==> src/rtl/game_pkg.sv <==
// ----------------------------------------------------------------------------
// game_pkg
// Shared types and constants for the game control blocks: the timekeeper
// FSM state encoding, the game_time width, and the level sequencer's types.
// No ports; imported by game_timekeeper, its interface and its sub-modules.
// ----------------------------------------------------------------------------
package game_pkg;

    // Level time width and its saturation value
    localparam int GAME_TIME_W = 11;
    localparam logic [GAME_TIME_W-1:0] GAME_TIME_MAX = 11'd2047;

    // Timekeeper FSM states
    typedef enum logic [1:0] {
        TK_IDLE    = 2'd0,
        TK_RUN     = 2'd1,
        TK_RESPAWN = 2'd2,
        TK_FROZEN  = 2'd3
    } tk_state_e;

    // Level sequencer states (owned by the level sequencer, shared here)
    typedef enum logic [1:0] {
        LVL_MENU = 2'd0,
        LVL_PLAY = 2'd1,
        LVL_WIN  = 2'd2,
        LVL_LOSE = 2'd3
    } level_state_e;

    // Saturating increment of the level time: sticks at GAME_TIME_MAX
    function automatic logic [GAME_TIME_W-1:0] sat_inc_time(
        input logic [GAME_TIME_W-1:0] t
    );
        logic [GAME_TIME_W-1:0] r;
        if (t == GAME_TIME_MAX) begin
            r = t;
        end else begin
            r = t + 11'd1;
        end
        return r;
    endfunction

endpackage

==> src/rtl/game_timekeeper_if.sv <==
// ----------------------------------------------------------------------------
// game_timekeeper_if
// Signal bundle between the level sequencer / video timing side and the
// timekeeper.
//   frame_tick  : one-cycle pulse per display frame
//   playerDied  : collision indication (may be held several cycles)
//   menuScreen  : level sequencer is in menu
//   winScreen   : level sequencer is showing the win screen
//   game_time   : level time in units
//   userSel     : one-cycle pulse per debounced button press
//   respawning  : high during the post-death freeze
//   running     : high while game_time advances
// Modports: slave = timekeeper, master = sequencer / environment.
// ----------------------------------------------------------------------------
interface game_timekeeper_if;
    import game_pkg::*;

    logic                   frame_tick;
    logic                   playerDied;
    logic                   menuScreen;
    logic                   winScreen;
    logic [GAME_TIME_W-1:0] game_time;
    logic                   userSel;
    logic                   respawning;
    logic                   running;

    modport slave (
        input  frame_tick,
        input  playerDied,
        input  menuScreen,
        input  winScreen,
        output game_time,
        output userSel,
        output respawning,
        output running
    );

    modport master (
        output frame_tick,
        output playerDied,
        output menuScreen,
        output winScreen,
        input  game_time,
        input  userSel,
        input  respawning,
        input  running
    );

endinterface

==> src/rtl/game_timekeeper_btn_debounce.sv <==
// ----------------------------------------------------------------------------
// btn_debounce
// Two-flop synchronizer, counter debouncer and rising-edge pulse generator
// for an asynchronous active-high push button.
//   clk       : system clock
//   reset     : asynchronous active-low reset
//   btn_raw   : raw button, asynchronous to clk
//   btn_press : one-cycle pulse per accepted press (registered)
// After reset the debouncer is disarmed: a button already held through reset
// produces no pulse. It arms once the button has been seen released (either
// DEBOUNCE_CYCLES stable low cycles or an accepted 1->0 transition).
// ----------------------------------------------------------------------------
module btn_debounce
    import game_pkg::*;
#(
    parameter int unsigned DEBOUNCE_CYCLES = 250000
) (
    input  logic clk,
    input  logic reset,
    input  logic btn_raw,
    output logic btn_press
);

    localparam int CNT_W = (DEBOUNCE_CYCLES > 1) ? $clog2(DEBOUNCE_CYCLES) : 1;
    localparam logic [CNT_W-1:0] CNT_LAST = CNT_W'(DEBOUNCE_CYCLES - 1);

    logic             sync1_r;
    logic             sync2_r;
    logic [1:0]       prime_r;
    logic             level_r;
    logic             level_d_r;
    logic [CNT_W-1:0] cnt_r;
    logic             armed_r;
    logic [CNT_W-1:0] arm_cnt_r;
    logic             press_r;

    logic             level_nx_s;
    logic [CNT_W-1:0] cnt_nx_s;
    logic             armed_nx_s;
    logic [CNT_W-1:0] arm_cnt_nx_s;

    // Synchronizer chain; prime_r marks when sync2_r carries a real sample
    always_ff @(posedge clk or negedge reset) begin
        if (!reset) begin
            sync1_r <= 1'b0;
            sync2_r <= 1'b0;
            prime_r <= 2'b00;
        end else begin
            sync1_r <= btn_raw;
            sync2_r <= sync1_r;
            prime_r <= {prime_r[0], 1'b1};
        end
    end

    // Debounce: flip the accepted level after DEBOUNCE_CYCLES differing cycles
    always_comb begin
        level_nx_s = level_r;
        cnt_nx_s   = {CNT_W{1'b0}};
        if (sync2_r != level_r) begin
            if (cnt_r == CNT_LAST) begin
                level_nx_s = sync2_r;
                cnt_nx_s   = {CNT_W{1'b0}};
            end else begin
                level_nx_s = level_r;
                cnt_nx_s   = cnt_r + CNT_W'(1);
            end
        end else begin
            level_nx_s = level_r;
            cnt_nx_s   = {CNT_W{1'b0}};
        end
    end

    // Arming: require a released button before the first press is reported
    always_comb begin
        armed_nx_s   = armed_r;
        arm_cnt_nx_s = {CNT_W{1'b0}};
        if (armed_r) begin
            armed_nx_s   = 1'b1;
            arm_cnt_nx_s = {CNT_W{1'b0}};
        end else if (level_r && !level_nx_s) begin
            armed_nx_s   = 1'b1;
            arm_cnt_nx_s = {CNT_W{1'b0}};
        end else if (prime_r[1] && !sync2_r && !level_r) begin
            if (arm_cnt_r == CNT_LAST) begin
                armed_nx_s   = 1'b1;
                arm_cnt_nx_s = {CNT_W{1'b0}};
            end else begin
                armed_nx_s   = 1'b0;
                arm_cnt_nx_s = arm_cnt_r + CNT_W'(1);
            end
        end else begin
            armed_nx_s   = 1'b0;
            arm_cnt_nx_s = {CNT_W{1'b0}};
        end
    end

    // Debounce state, arming state and registered press pulse
    always_ff @(posedge clk or negedge reset) begin
        if (!reset) begin
            level_r   <= 1'b0;
            level_d_r <= 1'b0;
            cnt_r     <= {CNT_W{1'b0}};
            armed_r   <= 1'b0;
            arm_cnt_r <= {CNT_W{1'b0}};
            press_r   <= 1'b0;
        end else begin
            level_r   <= level_nx_s;
            level_d_r <= level_r;
            cnt_r     <= cnt_nx_s;
            armed_r   <= armed_nx_s;
            arm_cnt_r <= arm_cnt_nx_s;
            press_r   <= level_r & ~level_d_r & armed_r;
        end
    end

    assign btn_press = press_r;

endmodule

==> src/rtl/game_timekeeper.sv <==
// ----------------------------------------------------------------------------
// game_timekeeper
// Level time keeper: counts display frames into game_time units, freezes
// after a player death, stops on the win screen, clears on the menu screen,
// and reports debounced button presses.
//   clk     : system clock
//   reset   : asynchronous active-low reset
//   btn_raw : raw push button, asynchronous, active-high
//   tk      : game_timekeeper_if.slave (frame_tick, playerDied, menuScreen,
//             winScreen in; game_time, userSel, respawning, running out)
// Input priority: menuScreen > playerDied edge > winScreen > frame_tick.
// All outputs come straight from flops.
// ----------------------------------------------------------------------------
module game_timekeeper
    import game_pkg::*;
#(
    parameter int unsigned DEBOUNCE_CYCLES = 250000,
    parameter int unsigned FRAMES_PER_UNIT = 6,
    parameter int unsigned RESPAWN_FRAMES  = 60
) (
    input  logic             clk,
    input  logic             reset,
    input  logic             btn_raw,
    game_timekeeper_if.slave tk
);

    localparam int PRESC_W = (FRAMES_PER_UNIT > 1) ? $clog2(FRAMES_PER_UNIT) : 1;
    localparam int RESP_W  = (RESPAWN_FRAMES > 1) ? $clog2(RESPAWN_FRAMES) : 1;
    localparam logic [PRESC_W-1:0] PRESC_LAST = PRESC_W'(FRAMES_PER_UNIT - 1);
    localparam logic [RESP_W-1:0]  RESP_LAST  = RESP_W'(RESPAWN_FRAMES - 1);

    tk_state_e              state_r;
    tk_state_e              state_nx_s;
    logic [GAME_TIME_W-1:0] game_time_r;
    logic [GAME_TIME_W-1:0] time_nx_s;
    logic [PRESC_W-1:0]     presc_r;
    logic [PRESC_W-1:0]     presc_nx_s;
    logic [RESP_W-1:0]      resp_cnt_r;
    logic [RESP_W-1:0]      resp_nx_s;
    logic                   died_d_r;
    logic                   death_s;
    logic                   running_r;
    logic                   respawning_r;
    logic                   user_sel_s;

    // Button conditioning
    btn_debounce #(
        .DEBOUNCE_CYCLES (DEBOUNCE_CYCLES)
    ) u_btn_debounce (
        .clk       (clk),
        .reset     (reset),
        .btn_raw   (btn_raw),
        .btn_press (user_sel_s)
    );

    // A held playerDied counts once: only its rising edge kills the player
    assign death_s = tk.playerDied & ~died_d_r;

    // Next-state, time, prescaler and respawn counter
    always_comb begin
        state_nx_s = state_r;
        time_nx_s  = game_time_r;
        presc_nx_s = presc_r;
        resp_nx_s  = resp_cnt_r;
        if (tk.menuScreen) begin
            state_nx_s = TK_IDLE;
            time_nx_s  = {GAME_TIME_W{1'b0}};
            presc_nx_s = {PRESC_W{1'b0}};
            resp_nx_s  = {RESP_W{1'b0}};
        end else begin
            case (state_r)
                TK_IDLE: begin
                    time_nx_s  = {GAME_TIME_W{1'b0}};
                    presc_nx_s = {PRESC_W{1'b0}};
                    resp_nx_s  = {RESP_W{1'b0}};
                    if (!tk.winScreen) begin
                        state_nx_s = TK_RUN;
                    end else begin
                        state_nx_s = TK_IDLE;
                    end
                end
                TK_RUN: begin
                    if (death_s) begin
                        state_nx_s = TK_RESPAWN;
                        time_nx_s  = {GAME_TIME_W{1'b0}};
                        presc_nx_s = {PRESC_W{1'b0}};
                        resp_nx_s  = {RESP_W{1'b0}};
                    end else if (tk.winScreen) begin
                        state_nx_s = TK_FROZEN;
                    end else if (tk.frame_tick) begin
                        if (presc_r == PRESC_LAST) begin
                            presc_nx_s = {PRESC_W{1'b0}};
                            time_nx_s  = sat_inc_time(game_time_r);
                        end else begin
                            presc_nx_s = presc_r + PRESC_W'(1);
                        end
                    end else begin
                        state_nx_s = TK_RUN;
                    end
                end
                TK_RESPAWN: begin
                    time_nx_s  = {GAME_TIME_W{1'b0}};
                    presc_nx_s = {PRESC_W{1'b0}};
                    if (death_s) begin
                        // Dying again during the freeze restarts it
                        resp_nx_s = {RESP_W{1'b0}};
                    end else if (tk.frame_tick) begin
                        if (resp_cnt_r == RESP_LAST) begin
                            state_nx_s = TK_RUN;
                            resp_nx_s  = {RESP_W{1'b0}};
                        end else begin
                            resp_nx_s = resp_cnt_r + RESP_W'(1);
                        end
                    end else begin
                        state_nx_s = TK_RESPAWN;
                    end
                end
                TK_FROZEN: begin
                    state_nx_s = TK_FROZEN;
                end
                default: begin
                    state_nx_s = TK_IDLE;
                    time_nx_s  = {GAME_TIME_W{1'b0}};
                    presc_nx_s = {PRESC_W{1'b0}};
                    resp_nx_s  = {RESP_W{1'b0}};
                end
            endcase
        end
    end

    // State, counters and registered status outputs
    always_ff @(posedge clk or negedge reset) begin
        if (!reset) begin
            state_r      <= TK_IDLE;
            game_time_r  <= {GAME_TIME_W{1'b0}};
            presc_r      <= {PRESC_W{1'b0}};
            resp_cnt_r   <= {RESP_W{1'b0}};
            died_d_r     <= 1'b0;
            running_r    <= 1'b0;
            respawning_r <= 1'b0;
        end else begin
            state_r      <= state_nx_s;
            game_time_r  <= time_nx_s;
            presc_r      <= presc_nx_s;
            resp_cnt_r   <= resp_nx_s;
            died_d_r     <= tk.playerDied;
            running_r    <= (state_nx_s == TK_RUN);
            respawning_r <= (state_nx_s == TK_RESPAWN);
        end
    end

    assign tk.game_time  = game_time_r;
    assign tk.userSel    = user_sel_s;
    assign tk.running    = running_r;
    assign tk.respawning = respawning_r;

endmodule

==> src/flat_wrapper.sv <==
// flat-port wrapper written by rule: the top's interface ports become plain ports
module game_timekeeper_flat import game_pkg::*;
#(
    parameter int unsigned DEBOUNCE_CYCLES = 250000,
    parameter int unsigned FRAMES_PER_UNIT = 6,
    parameter int unsigned RESPAWN_FRAMES  = 60
)
  (clk, reset, btn_raw, tk_frame_tick, tk_playerDied, tk_menuScreen, tk_winScreen, tk_game_time, tk_userSel, tk_respawning, tk_running);
  game_timekeeper_if tk_i ();
  input  logic clk;
  input  logic reset;
  input  logic btn_raw;
  input wire logic [$bits(tk_i.frame_tick)-1:0] tk_frame_tick;
  input wire logic [$bits(tk_i.playerDied)-1:0] tk_playerDied;
  input wire logic [$bits(tk_i.menuScreen)-1:0] tk_menuScreen;
  input wire logic [$bits(tk_i.winScreen)-1:0] tk_winScreen;
  output wire logic [$bits(tk_i.game_time)-1:0] tk_game_time;
  output wire logic [$bits(tk_i.userSel)-1:0] tk_userSel;
  output wire logic [$bits(tk_i.respawning)-1:0] tk_respawning;
  output wire logic [$bits(tk_i.running)-1:0] tk_running;
  assign tk_i.frame_tick = tk_frame_tick;
  assign tk_i.playerDied = tk_playerDied;
  assign tk_i.menuScreen = tk_menuScreen;
  assign tk_i.winScreen = tk_winScreen;
  assign tk_game_time = tk_i.game_time;
  assign tk_userSel = tk_i.userSel;
  assign tk_respawning = tk_i.respawning;
  assign tk_running = tk_i.running;
  game_timekeeper #(.DEBOUNCE_CYCLES(DEBOUNCE_CYCLES), .FRAMES_PER_UNIT(FRAMES_PER_UNIT), .RESPAWN_FRAMES(RESPAWN_FRAMES)) u_core (.clk(clk), .reset(reset), .btn_raw(btn_raw), .tk(tk_i));
endmodule
==> config.mk <==
export PLATFORM = sky130hd
export DESIGN_NAME = game_timekeeper_flat
export DESIGN_NICKNAME = d
export VERILOG_FILES = /design/src/rtl/game_pkg.sv /design/src/rtl/game_timekeeper_if.sv /design/src/rtl/game_timekeeper_btn_debounce.sv /design/src/rtl/game_timekeeper.sv /design/src/flat_wrapper.sv
export SDC_FILE = /design/constraint.sdc
export NUM_CORES = 1
export LEC_CHECK = 0
export CAP_MARGIN = 20
export CELL_PAD_IN_SITES_DETAIL_PLACEMENT = 2
export CELL_PAD_IN_SITES_GLOBAL_PLACEMENT = 2
export CORE_MARGIN = 4
export CORE_UTILIZATION = 30
export DETAILED_ROUTE_END_ITERATION = 10
export HOLD_SLACK_MARGIN = 0.02
export PLACE_DENSITY = 0.72
export SLEW_MARGIN = 20
export SYNTH_ARGS = -nofsm -noshare
export SYNTH_HDL_FRONTEND = slang
export SYNTH_SLANG_ARGS = --single-unit
==> constraint.sdc <==
create_clock -name clk -period 3.23 [get_ports clk]
set_input_delay 0.323 -clock clk [delete_from_list [all_inputs] [get_ports clk]]
set_output_delay 0.323 -clock clk [all_outputs]
set_load 0.005 [all_outputs]
==> results.json <==
{
  "ant_nets": 0,
  "grt_pass1_wl_um": 14500,
  "path_delay_family": "simple AND/OR/NAND/NOR gates",
  "critPathKind": "flop to flop",
  "ys_seq_area_share_pct": 51.2,
  "final_area_sq_um": 4090,
  "drt-initial-drc-count": 107,
  "synth_fp_nets": 350,
  "cts.path.max_buffers": 2,
  "post_drt_wl_per_cell_um": 16.3,
  "critPathBufInv": 0,
  "fin_skew_ps": 5.74,
  "utilization_pct": 37.4,
  "antenna_found_initial": 0,
  "synth_async_sr_flop_share_pct": 100,
  "area_delta_synth_final_pct": 21.5,
  "place_congestion": 0.781,
  "cts_tree": "yes",
  "rsz0062_at_grt": "no",
  "synth.distinct_cells": 50,
  "track_usage_pct": 13.9,
  "die_w_um": 114,
  "overflow": 0,
  "worstMarginPinSlew_ps": 708,
  "fin_cells": 512,
  "nets": 379,
  "synth_area_leaders": "dfrtp_1 51%, xor2_1 6.2%, nor2_1 6.1%",
  "firstDrtPassIters": 3,
  "critPathMaxStageDelay_ps": 620,
  "hp-class": "flop to flop",
  "netlist.area_leader.share_pct": 51.2,
  "post_cts_buffers": 0,
  "min_period_ps": 2050,
  "drc": 0,
  "clk_latency_ps": 330,
  "ys_warn_count": 0,
  "fmax_ghz": 0.488,
  "yosys_most_used_dff": "dfrtp_1",
  "syn_area_per_cell_sq_um": 9.94,
  "yosys.area.top_type": "dfrtp_1",
  "synthTopCellsByCount": "69 x dfrtp_1, 55 x nor2_1, 26 x nand3_1",
  "ys_seq_elements": 69,
  "boundaryPins": 21,
  "drive_above_1_share_pct": 8.33,
  "pre_cts_ws_ps": 971,
  "slew_headroom_pct": 52.8,
  "leakagePower_nw": 1.75,
  "arrival_ps": 2230,
  "drv_cap": 0,
  "tns_ps": 0,
  "dieHeight_um": 114,
  "drv_slew": 0,
  "h-tree-depth": 3,
  "initial_utilization_pct": 30.8,
  "syn_area_sq_um": 3370,
  "io_buffers": 20,
  "crit_fanout": 18,
  "root_buffer": "clkbuf_16",
  "dr_total_vias": 2625,
  "grt_start_max_net_pins": 50,
  "finalSetupViolCount": 0,
  "hold_buffers": 1,
  "placed_area_sq_um": 3730,
  "path_clk_slew_ps": 60,
  "die-area_sq_um": 13000,
  "fin_ws_ps": 1180,
  "worst_setup_path_end_kind": "flop",
  "cts_made_buffers": 9,
  "yosysMostFrequentCell": "dfrtp_1",
  "slowest_stage": "nand2b_1",
  "dp_cells": 496,
  "fin_crit_sh_pct": 63.5,
  "diodes": 0,
  "start_kind": "flop",
  "path_cells": "and4bb_2 > nand2_1 > nor3_1 > nand2b_1 > nor2_1",
  "hpwl_um": 5630,
  "total_power_mw": 2.15,
  "rows": 38,
  "p_per_area_nw_per_um2": 526,
  "report.final.hold_viol_count": 0,
  "peakVddDrop_v": 0.000227,
  "cts_sinks": 69,
  "viasPerCell": 5.13,
  "synthCells": 339,
  "outcome": "complete, no violations",
  "finalWirelength_um": 8320,
  "core_area_sq_um": 10900,
  "first_global_vias": 2942,
  "post_cts_resized": 0,
  "critPathRequiredTime_ps": 3410,
  "fin_hold_ws_ps": 354,
  "synth-edff-count": 0
}
-- state kept, by name (all words and copies together), names as in the netlist, 2 cells and up --
| register | count |
|---|---|
| u_core.resp_cnt_r | 6 |
| u_core.tk.game_time | 11 |
| u_core.u_btn_debounce.prime_r | 2 |
| u_core.state_r | 2 |
| u_core.u_btn_debounce.arm_cnt_r | 18 |
| u_core.u_btn_debounce.cnt_r | 18 |
| u_core.presc_r | 3 |
-- power by group --
group / switching [mW] / leakage, nW / internal, mW / total, mW
Combinational: 0.0654 / 0.630 / 0.0363 / 0.102
Clock: 0.366 / 0.172 / 0.791 / 1.16
Sequential: 0.0155 / 0.946 / 0.877 / 0.893
Total: 0.447 / 1.75 / 1.70 / 2.15
-- path summary, 6_finish.rpt --
kind,start,to,slack [ps],depth (start not counted)
setup / recovery,u_core.u_btn_debounce.cnt_r[8],u_core.u_btn_debounce.cnt_r[7],1180,5
setup reg to reg,u_core.u_btn_debounce.cnt_r[8],u_core.u_btn_debounce.cnt_r[7],1180,5
min in group asynchronous,reset,u_core.u_btn_debounce.cnt_r[11],510,2
max in group asynchronous,reset,u_core.tk.game_time[0],2080,3
hold / removal,u_core.u_btn_debounce.sync1_r,u_core.u_btn_debounce.sync2_r,350,0
hold reg to reg,u_core.u_btn_debounce.sync1_r,u_core.u_btn_debounce.sync2_r,350,0
-- cells in the final DEF, fill, tap and decap left out, drive strengths merged, types with 4 or more instances in the layout --
cell type      Yosys  layout
a21oi              5       5
and3              11      11
buf                6       4
clkbuf             0      11
clkdlybuf4s50      0      19
dfrtp             69      69
ha                 4       4
inv                9       9
nand2             22      22
nand2b             9       9
nand3             26      26
nand4             13      13
nor2              56      56
nor3               6       6
o21ai             18      18
o22ai              4       4
o31ai              9       9
xnor2              9       9
xor2              24      24
-- layout make-up --
type	count	area, sq um
Multi-Input combinational cell	255	1570
Inverter	9	33.8
Tap cell	140	175
Timing Repair Buffer	24	240
Sequential cell	69	1730
Fill cell	1196	6840
Clock buffer	11	253
Clock inverter	4	95.1
-- layer usage --
| layer | global-route usage (%) | vias up | part of all wire [%] | routed length [um] |
|---|---|---|---|---|
| met3 | 2.12 | 9 | 1.7 | 145 |
| li1 | - | 1249 | - | - |
| met5 | 0 | - | 0 | 0 |
| met1 | 18.6 | 1344 | 49 | 4040 |
| met4 | 5.94 | 0 | 1.7 | 142 |
| met2 | 22.5 | 23 | 48 | 3990 |
-- logic make-up (layout without fill, tap and decap cells) --
kind of cell / after synthesis / in the layout / synth area share (%)
buf+inv: 15 / 48 / 2.19
xor+xnor: 33 / 33 / 8.58
fa+ha+maj: 4 / 4 / 1.49
compound gates: 47 / 47 / 9.10
mux: 3 / 3 / 0.965
flops: 69 / 69 / 51.2
simple gates: 167 / 167 / 26.3
other cells: 1 / 1 / 0.111
Power figures use the tool's default switching activity.
